### src/rtl/kv_pkg.sv
// kv_pkg
// Shared types and constants for the key-value store front-end.
//   kv_op_e    : request opcode encoding carried on req_op
//   kv_state_e : controller FSM states
//   EMPTY_KEY  : key value that marks an empty cell and is never stored
package kv_pkg;

  typedef enum logic [1:0] {
    OP_GET  = 2'b00,
    OP_PUT  = 2'b01,
    OP_DEL  = 2'b10,
    OP_RSVD = 2'b11
  } kv_op_e;

  typedef enum logic [1:0] {
    IDLE   = 2'b00,
    LOOKUP = 2'b01,
    WRITE  = 2'b10,
    RESP   = 2'b11
  } kv_state_e;

  localparam int unsigned EMPTY_KEY = 0;

endpackage

### src/rtl/kv_match_unit.sv
// kv_match_unit
// Combinational parallel search across all cells.
//   key          : key being looked up
//   cell_key_out : packed keys of all cells, cell i at [i*KEY_WIDTH +: KEY_WIDTH]
//   cell_used    : per-cell occupancy
//   hit          : some used cell holds key
//   match_idx    : lowest used cell holding key (0 when no hit)
//   have_free    : at least one cell is unused
//   free_idx     : lowest unused cell (0 when none)
module kv_match_unit
  import kv_pkg::*;
#(
  parameter int NUM_CELLS = 8,
  parameter int KEY_WIDTH = 8,
  parameter int IDX_WIDTH = $clog2(NUM_CELLS)
) (
  input  logic [KEY_WIDTH-1:0]           key,
  input  logic [NUM_CELLS*KEY_WIDTH-1:0] cell_key_out,
  input  logic [NUM_CELLS-1:0]           cell_used,
  output logic                           hit,
  output logic [IDX_WIDTH-1:0]           match_idx,
  output logic                           have_free,
  output logic [IDX_WIDTH-1:0]           free_idx
);

  // Scan from the top down so the last assignment, and therefore the
  // winner, is always the lowest matching / lowest free index.
  always_comb begin
    hit       = 1'b0;
    match_idx = '0;
    have_free = 1'b0;
    free_idx  = '0;
    for (int i = NUM_CELLS - 1; i >= 0; i--) begin
      if (cell_used[i] && (cell_key_out[i*KEY_WIDTH +: KEY_WIDTH] == key)) begin
        hit       = 1'b1;
        match_idx = IDX_WIDTH'(i);
      end
      if (!cell_used[i]) begin
        have_free = 1'b1;
        free_idx  = IDX_WIDTH'(i);
      end
    end
  end

endmodule

### src/rtl/kv_store_ctrl.sv
// kv_store_ctrl
// Command front-end for the key-value cell array: one GET/PUT/DEL at a time,
// parallel lookup, free-cell allocation and per-cell write strobes.
//   clk, rst_n           : clock, asynchronous active-low reset
//   req_valid/req_ready  : request handshake; req_op, req_key, req_value payload
//   resp_valid/resp_ready: response handshake; resp_hit, resp_err, resp_value
//   cell_write_op        : one-hot write strobe, high for the single WRITE cycle
//   cell_key_in/value_in : shared write buses (0 when not writing)
//   cell_key_out/value_out/used : read-back of every cell
//   count, full          : occupancy tracking
module kv_store_ctrl
  import kv_pkg::*;
#(
  parameter int NUM_CELLS   = 8,
  parameter int KEY_WIDTH   = 8,
  parameter int VALUE_WIDTH = 64
) (
  input  logic                               clk,
  input  logic                               rst_n,
  input  logic                               req_valid,
  output logic                               req_ready,
  input  logic [1:0]                         req_op,
  input  logic [KEY_WIDTH-1:0]               req_key,
  input  logic [VALUE_WIDTH-1:0]             req_value,
  output logic                               resp_valid,
  input  logic                               resp_ready,
  output logic                               resp_hit,
  output logic                               resp_err,
  output logic [VALUE_WIDTH-1:0]             resp_value,
  output logic [NUM_CELLS-1:0]               cell_write_op,
  output logic [KEY_WIDTH-1:0]               cell_key_in,
  output logic [VALUE_WIDTH-1:0]             cell_value_in,
  input  logic [NUM_CELLS*KEY_WIDTH-1:0]     cell_key_out,
  input  logic [NUM_CELLS*VALUE_WIDTH-1:0]   cell_value_out,
  input  logic [NUM_CELLS-1:0]               cell_used,
  output logic [$clog2(NUM_CELLS+1)-1:0]     count,
  output logic                               full
);

  localparam int IDX_WIDTH   = $clog2(NUM_CELLS);
  localparam int COUNT_WIDTH = $clog2(NUM_CELLS + 1);

  kv_state_e               state;
  kv_op_e                  op_q;
  logic [KEY_WIDTH-1:0]    key_q;
  logic [VALUE_WIDTH-1:0]  value_q;
  logic [IDX_WIDTH-1:0]    target_q;
  logic                    hit_q;
  logic                    err_q;
  logic [VALUE_WIDTH-1:0]  resp_value_q;
  logic [COUNT_WIDTH-1:0]  count_q;

  logic                    match_hit;
  logic [IDX_WIDTH-1:0]    match_idx;
  logic                    have_free;
  logic [IDX_WIDTH-1:0]    free_idx;
  logic [VALUE_WIDTH-1:0]  match_value;
  logic                    req_bad;

  kv_match_unit #(
    .NUM_CELLS (NUM_CELLS),
    .KEY_WIDTH (KEY_WIDTH),
    .IDX_WIDTH (IDX_WIDTH)
  ) u_match (
    .key          (key_q),
    .cell_key_out (cell_key_out),
    .cell_used    (cell_used),
    .hit          (match_hit),
    .match_idx    (match_idx),
    .have_free    (have_free),
    .free_idx     (free_idx)
  );

  assign match_value = cell_value_out[match_idx*VALUE_WIDTH +: VALUE_WIDTH];
  assign req_bad     = (key_q == KEY_WIDTH'(EMPTY_KEY)) || (op_q == OP_RSVD);

  // Request FSM. Response fields are cleared on accept so that anything not
  // explicitly set during LOOKUP reads back as 0. The count only moves in
  // WRITE, and WRITE is only reachable for a PUT with room or a DEL hit, so
  // the counter can neither overflow nor underflow.
  always_ff @(posedge clk or negedge rst_n) begin
    if (!rst_n) begin
      state        <= IDLE;
      op_q         <= OP_GET;
      key_q        <= '0;
      value_q      <= '0;
      target_q     <= '0;
      hit_q        <= 1'b0;
      err_q        <= 1'b0;
      resp_value_q <= '0;
      count_q      <= '0;
    end else begin
      case (state)
        IDLE: begin
          if (req_valid) begin
            op_q         <= kv_op_e'(req_op);
            key_q        <= req_key;
            value_q      <= req_value;
            hit_q        <= 1'b0;
            err_q        <= 1'b0;
            resp_value_q <= '0;
            state        <= LOOKUP;
          end
        end
        LOOKUP: begin
          hit_q <= match_hit;
          if (req_bad) begin
            err_q <= 1'b1;
            state <= RESP;
          end else begin
            case (op_q)
              OP_GET: begin
                if (match_hit) resp_value_q <= match_value;
                state <= RESP;
              end
              OP_PUT: begin
                if (match_hit) begin
                  target_q <= match_idx;
                  state    <= WRITE;
                end else if (have_free) begin
                  target_q <= free_idx;
                  state    <= WRITE;
                end else begin
                  err_q <= 1'b1;
                  state <= RESP;
                end
              end
              OP_DEL: begin
                if (match_hit) begin
                  target_q <= match_idx;
                  state    <= WRITE;
                end else begin
                  state <= RESP;
                end
              end
              default: begin
                err_q <= 1'b1;
                state <= RESP;
              end
            endcase
          end
        end
        WRITE: begin
          if ((op_q == OP_PUT) && !hit_q) count_q <= count_q + COUNT_WIDTH'(1);
          else if (op_q == OP_DEL)        count_q <= count_q - COUNT_WIDTH'(1);
          state <= RESP;
        end
        RESP: begin
          if (resp_ready) state <= IDLE;
        end
        default: state <= IDLE;
      endcase
    end
  end

  // Write buses are decoded straight from the state so the strobe vanishes
  // the instant reset asserts; DEL writes key 0 to free the cell.
  always_comb begin
    cell_write_op = '0;
    cell_key_in   = '0;
    cell_value_in = '0;
    if (state == WRITE) begin
      cell_write_op[target_q] = 1'b1;
      if (op_q == OP_PUT) begin
        cell_key_in   = key_q;
        cell_value_in = value_q;
      end
    end
  end

  assign req_ready  = (state == IDLE);
  assign resp_valid = (state == RESP);
  assign resp_hit   = hit_q;
  assign resp_err   = err_q;
  assign resp_value = resp_value_q;
  assign count      = count_q;
  assign full       = (count_q == COUNT_WIDTH'(NUM_CELLS));

endmodule

### config.mk
export PLATFORM = sky130hd
export DESIGN_NAME = kv_store_ctrl
export DESIGN_NICKNAME = d
export VERILOG_FILES = /design/src/rtl/kv_pkg.sv /design/src/rtl/kv_match_unit.sv /design/src/rtl/kv_store_ctrl.sv
export SDC_FILE = /design/constraint.sdc
export NUM_CORES = 1
export LEC_CHECK = 0
export ABC_AREA = 1
export CORE_AREA = 2 2 317 319
export DETAILED_ROUTE_END_ITERATION = 16
export DIE_AREA = 0 0 319 321
export PLACE_DENSITY_LB_ADDON = 0.25
export SLEW_MARGIN = 20
export SYNTH_ARGS = -nofsm -noshare
export SYNTH_HDL_FRONTEND = slang
export SYNTH_SLANG_ARGS = --single-unit
### constraint.sdc
create_clock -name clk -period 2.8 [get_ports clk]
set_input_delay 0.28 -clock clk [delete_from_list [all_inputs] [get_ports clk]]
set_output_delay 0.28 -clock clk [all_outputs]
set_load 0.02 [all_outputs]
==> results.cfg, run 1 <==
[yosys]
syn_area_per_cell_sq_um = 5.76
synth_nets = 3172
yosysUniqueCellTypes = 43
syn_area_sq_mm = 0.0144
yosys_warnings = 0
syn_inst = 2499
seq_area_frac_synth_pct = 25.9
synth_seq_cells = 149

[worst_setup_path]
worstSetupPathType = reg2reg
cp_data_required_time_ns = 3.19
path_max_fanout = 8
rrSetupSlack_ns = 0.04
r2r_end = resp_value[32]
r2r-start = key_q[5]
r2r_cells = 19
end_kind = flop
cp-start-kind = flop
cp.arrival_ns = 3.15

[placed_design]
dp_hpwl_um = 80900
gp_congestion = 0.876
io_buffers = 814
place_inst = 4642

[clock_network]
cts-root-buf = clkbuf_16
clock_path_buffers = 2
cts_made_buffers = 17
cts_max_level = 4
cts_tree = yes
clock_latency_ns = 0.51
clock-sinks = 149
clk_pin_slew_ns = 0.08

[sta]
skew_ns = 0.0209
rsz0062_at_grt = yes
slew_headroom_pct = 43.6
tightestPinTransition_ns = 0.846
period_share_pct = 98.6
setup_viol = 0
fin_crit_ns = 2.76
hold_ws_ns = 0.255
slew_violations = 0
fmax_mhz = 362
finalHoldViolCount = 0

[layout]
final_common_cell = clkdlybuf4s50_1
fin_nets = 4068
final_cell_mix = clkdlybuf4s50_1 (762), nand3_1 (631), nand2_1 (562)
fin_cells = 4719
final_core_util_pct = 27.4
drive_gt1_share_pct = 10.4
syn_to_final_growth_pct = 88.9

[power_and_ir_drop]
total_leakage_power_nw = 13.9
peakVddDrop_mv = 0.492
power.density_mw_per_mm2 = 505

[grt]
globalRouteTotalUtil_pct = 19.1
grt-ovfl-total = 0
grt_max_degree = 109
antenna_found_initial = 38
grt_pass1_wl_um = 140000
grt_pass1_vias = 19600

[floorplan]
die_h_um = 321
row_count = 116
initial_core_util_pct = 14.5
core_sq_mm = 0.0993
die_x_um = 319
io_pins = 815
dieArea_sq_mm = 0.102

[route]
wl_per_cell_um = 21.8
ant_nets = 0
drt-pass1-iter-count = 5
dr_total_vias = 19500
wl_um = 103000
avgViaCountPerCell = 4.13
drtIter0Drc = 1177
drcViolationCount = 0

[worst_hold_path]
hold_class = in2async

[run]
drv_cap = 0

[run_status]
status = finished clean
==> layout make-up <==
type	instances	area, sq um
tap	1298	1620
sequential	149	3730
timing repair buffer	1044	11000
clock buffer	17	425
inverter	554	2130
fill	11100	72100
antenna	13	32.5
multi-input combinational	1627	8080
timing repair inverter	2	32.5
clock inverter	15	186
==> worst max path at each step <==
stage,from,end,slack (ns),cells past startpoint
final,key_q[5],resp_value[32],0.04,19
after global routing,key_q[5],resp_value[23],-0.13,20
after CTS,state[0],cell_key_in[2],0.0007,6
after detailed placement,cell_key_out[27],resp_value[16],-0.49,14
after global placement,cell_key_out[27],resp_value[16],-0.52,14
after floorplan,key_q[4],resp_value[0],0.67,16
==> critical path, stage by stage (launching register included) <==
cell and delay, ns:
dfrtp_1 0.40, buf_6 0.14, buf_6 0.11, nor2_2 0.04, inv_1 0.06, nand3_2 0.11, nor2_2 0.12, nand2_1 0.05
or2_1 0.25, nand2_2 0.10, inv_2 0.05, a21oi_4 0.22, buf_12 0.20, clkinv_16 0.09, buf_12 0.18, buf_6 0.11
nand3_1 0.07, nand3_1 0.12, nand3_1 0.11, nand2_1 0.05
==> Yosys cell counts <==
library cell  count  area, sq um
nor3b_1           4         30.0
nor3_4            1         16.3
nand3_1         671         3360
o21ai_0          86          430
fa_1              1         20.0
buf_4            20          150
nor2_1          139          522
buf_6            10          113
o21ai_2           2         17.5
buf_2            84          420
nor4_1            4         25.0
nand2_4           2         22.5
nand2_2           4         25.0
dfrtp_1         149         3730
inv_1           545         2050
a21o_1            1         7.51
or2_1             6         37.5
clkbuf_1         49          184
nand3_2           1         10.0
a311oi_1          1         8.76
xor2_1            8         70.1
nor3_2            2         20.0
a31oi_1           1         6.26
nand2_1         567         2130
nand4_1          10         62.6
or2_0             1         6.26
nor4_2            1         12.5
a21boi_0          2         15.0
inv_2             9         33.8
nor3_1           10         50.1
o211ai_1          1         7.51
xnor2_1          13          114
a21oi_1           9         45.0
o22ai_1           1         6.26
nand3b_1         55          413
a21oi_4           1         16.3
o21ai_1           3         15.0
a211oi_1          1         7.51
and3_1            1         6.26
ha_1             10          125
o21a_1            1         7.51
or2_2             6         37.5
buf_1             6         22.5
==> stage by stage <==
step | setup WS [ns] | instance area (sq um) | setup TNS [ns] | power, mW
after floorplan | 0.669 | 14400 | 0 | 6.79
after global placement | -0.517 | 25400 | -22.14 | 10.8
after detailed placement | -0.492 | 25400 | -21.13 | 10.8
after CTS | 0.000667 | 26400 | 0 | 13.7
after global routing | -0.131 | 27200 | -5.04 | 14.8
final | 0.0399 | 27200 | 0 | 13.7
==> state kept, by name, indices dropped and copies added, names as in the netlist <==
name / count
resp_hit: 1
count: 4
op_q: 2
resp_value: 64
target_q: 3
state: 2
resp_err: 1
value_q: 64
key_q: 8
==> routing by layer <==
metal / vias up / part of all wire, % / GRT usage (%)
li1: 9534 / - / -
met3: 120 / 8.6 / 6.42
met5: - / 0.18 / 0
met4: 26 / 2.4 / 6.76
met2: 781 / 50 / 33.5
met1: 9026 / 39 / 21.5
==> cell families after synthesis <==
logic type               count (synthesis)  share of synthesized area [%]
XOR/XNOR                                21                           1.28
AND/OR/NAND/NOR                       1485                           47.1
adder cells (fa/ha/maj)                 11                           1.01
flip-flops                             149                           25.9
buffers and inverters                  723                           20.6
AO/OA/AOI/OAI                          110                           4.10
==> power breakdown <==
part           switching, mW  internal, mW
Combinational           4.41          3.55
Sequential             0.348          2.83
Clock                   1.31          1.28
Total                   6.07          7.66
==> timing repair <==
item | in CTS | in global routing
pin swaps | 11 | 31
cloned | 4 | 10
hold buffers | 1 | 0
setup buffers | 5 | 13
setup endpoints to repair | 84 | 100
endpoints found under the hold margin | 68 | 0
gates resized for setup | 64 | 119
(Power assumes the default switching activity.)
==> run 2: changes to the inputs <==
CORE_AREA = 2 2 314 316   (was 2 2 317 319)
DIE_AREA = 0 0 316 318   (was 0 0 319 321)
DONT_BUFFER_PORTS = 1   (was not set)
==> run 2 against run 1 <==
The run now ends with hold timing left. Critical path depth shrank 5. Utilization shrank 7.3 points. Clock power grew 3%. Power shrank 11%. Largest power group unchanged. Sequential power grew 9.1%. Sequential share of layout area grew 5.4 points. Fmax shrank 1.0%.
==> results.cfg, run 2 (same netlist as run 1, synthesis figures left out) <==
[run_status]
status = finished, violations left
violations = hold timing

[route]
dr_total_vias = 17000
avgViaCountPerCell = 4.33
wl_um = 95200
ant_nets = 0
wl_per_cell_um = 24.3
drtIter0Drc = 1162
drcViolationCount = 0
drt-pass1-iter-count = 5

[clock_network]
clock_path_buffers = 2
cts-root-buf = clkbuf_16
cts_made_buffers = 17
clock_latency_ns = 0.51
clk_pin_slew_ns = 0.08
cts_tree = yes
clock-sinks = 149
cts_max_level = 4
cts_hold_buf = 74

[power_and_ir_drop]
peakVddDrop_mv = 0.457
power.density_mw_per_mm2 = 624
total_leakage_power_nw = 10.2
power_mw = 12.2

[worst_setup_path]
end_kind = flop
cp.arrival_ns = 3.17
worstSetupPathType = reg2reg
cp_data_required_time_ns = 3.18
rrSetupSlack_ns = 0.01
r2r_end = resp_value[20]
path_max_fanout = 23
r2r-start = key_q[3]
cp-start-kind = flop
r2r_cells = 14

[floorplan]
core_sq_mm = 0.0974
die_x_um = 316
dieArea_sq_mm = 0.100
row_count = 115
io_pins = 815
initial_core_util_pct = 14.8
die_h_um = 318

[grt]
grt_pass1_vias = 16800
antenna_found_initial = 31
grt-ovfl-total = 0
grt_pass1_wl_um = 128000
grt_max_degree = 150
globalRouteTotalUtil_pct = 18.0

[layout]
fin_nets = 3276
syn_to_final_growth_pct = 35.8
final-seq-area_sq_mm = 0.00373
num-fill-cells = 11300
multiInputGateArea_sq_mm = 0.00832
final_common_cell = nand3_1
drive_gt1_share_pct = 13.6
final_core_util_pct = 20.1
final_cell_mix = nand3_1 (591), nand2_1 (551), inv_1 (544)

[sta]
slew_headroom_pct = 56.1
period_share_pct = 99.6
tightestPinTransition_ns = 0.656
finalHoldViolCount = 149
skew_ns = 0.0258
slew_violations = 0
fin_crit_ns = 2.79
setup_viol = 0
worst_slack_ns = 0.0114
rsz0062_at_grt = yes
hold_ws_ns = -0.533
fmax_mhz = 359

[placed_design]
dp_slack_ns = -0.340
io_buffers = 0
dp_hpwl_um = 74800
gp_congestion = 0.915

[run]
drv_cap = 0

[worst_hold_path]
hold_class = in2async
==> run 2: cell count changes in the layout (fill, tap and decap cells not counted), moves of 5 or more <==
cell / change
clkdlybuf4s50_1: -762
dlymetal6s2s_1: -31
clkbuf_16: +5
dlygate4sd3_1: +73
buf_4: -44
nand3_1: -40
nand2_2: +10
nand3_2: +39
dlygate4sd2_1: -20
nand2_1: -11
buf_12: -9
==> run 2: cell type report <==
cell class              count  area share [%]
diodes                     10           0.128
repair buffers            254            15.9
clock inverters            15            1.08
well taps                1287            8.24
multi-input cells        1627            42.6
clock buffers              17            2.18
flip-flops and latches    149            19.1
inverters                 554            10.8
==> run 2: worst max-delay path by stage <==
stage	start	to	slack, ns	cells past startpoint
floorplan	key_q[4]	resp_value[0]	0.67	16
global placement	key_q[1]	resp_value[19]	-0.32	14
detailed placement	key_q[1]	resp_value[26]	-0.34	18
CTS	key_q[1]	resp_value[63]	-0.04	17
global route	key_q[1]	resp_value[39]	-0.18	21
finish	key_q[3]	resp_value[20]	0.01	14
==> run 2: what timing repair did <==
| action | in CTS | in global routing |
|---|---|---|
| resized for setup | 52 | 130 |
| setup endpoints to repair | 65 | 85 |
| buffers inserted | 17 | 11 |
| pin swaps | 4 | 37 |
| endpoints found under the hold margin | 223 | 149 |
| gates cloned | 3 | 12 |
==> run 2: through the flow <==
stage          TNS [ns]  hold slack (ns)  instance area [sq um]  std cells
2_1_floorplan         0          -0.0156                  14400       2499
3_3_place_gp     -12.70         -0.00919                  16700       3754
3_5_place_dp     -12.17          -0.0105                  16700       3754
4_1_cts          -0.453           -0.599                  18600       3880
5_1_grt           -7.44           -0.581                  19500       3910
6_report              0           -0.533                  19600       3913
==> run 2: critical path, cell delays in order (launching register included) <==
cell,delay (ns)
dfrtp_1,0.41
inv_4,0.15
buf_4,0.14
o21ai_1,0.08
nor4_4,0.36
nand3_2,0.18
buf_4,0.19
nand2_8,0.15
buf_16,0.20
buf_16,0.18
nand3b_1,0.09
nand3_1,0.21
nand3_1,0.14
nand3_1,0.09
nand2_1,0.05
==> run 2: power breakdown <==
group	leakage, nW	total [mW]	switching [mW]	internal, mW
registers	1.93	3.47	0.642	2.83
clock network	0.306	2.67	1.37	1.30
logic	7.96	6.07	3.83	2.24
total	10.2	12.2	5.83	6.37
==> run 2: routing by layer <==
layer / global-route usage [%] / vias up / part of all wire [%]
met1: 20.3 / 8050 / 39
met3: 5.78 / 113 / 8.5
met5: 0 / - / 0.15
met4: 5.97 / 24 / 2.6
li1: - / 7959 / -
met2: 31.6 / 808 / 49
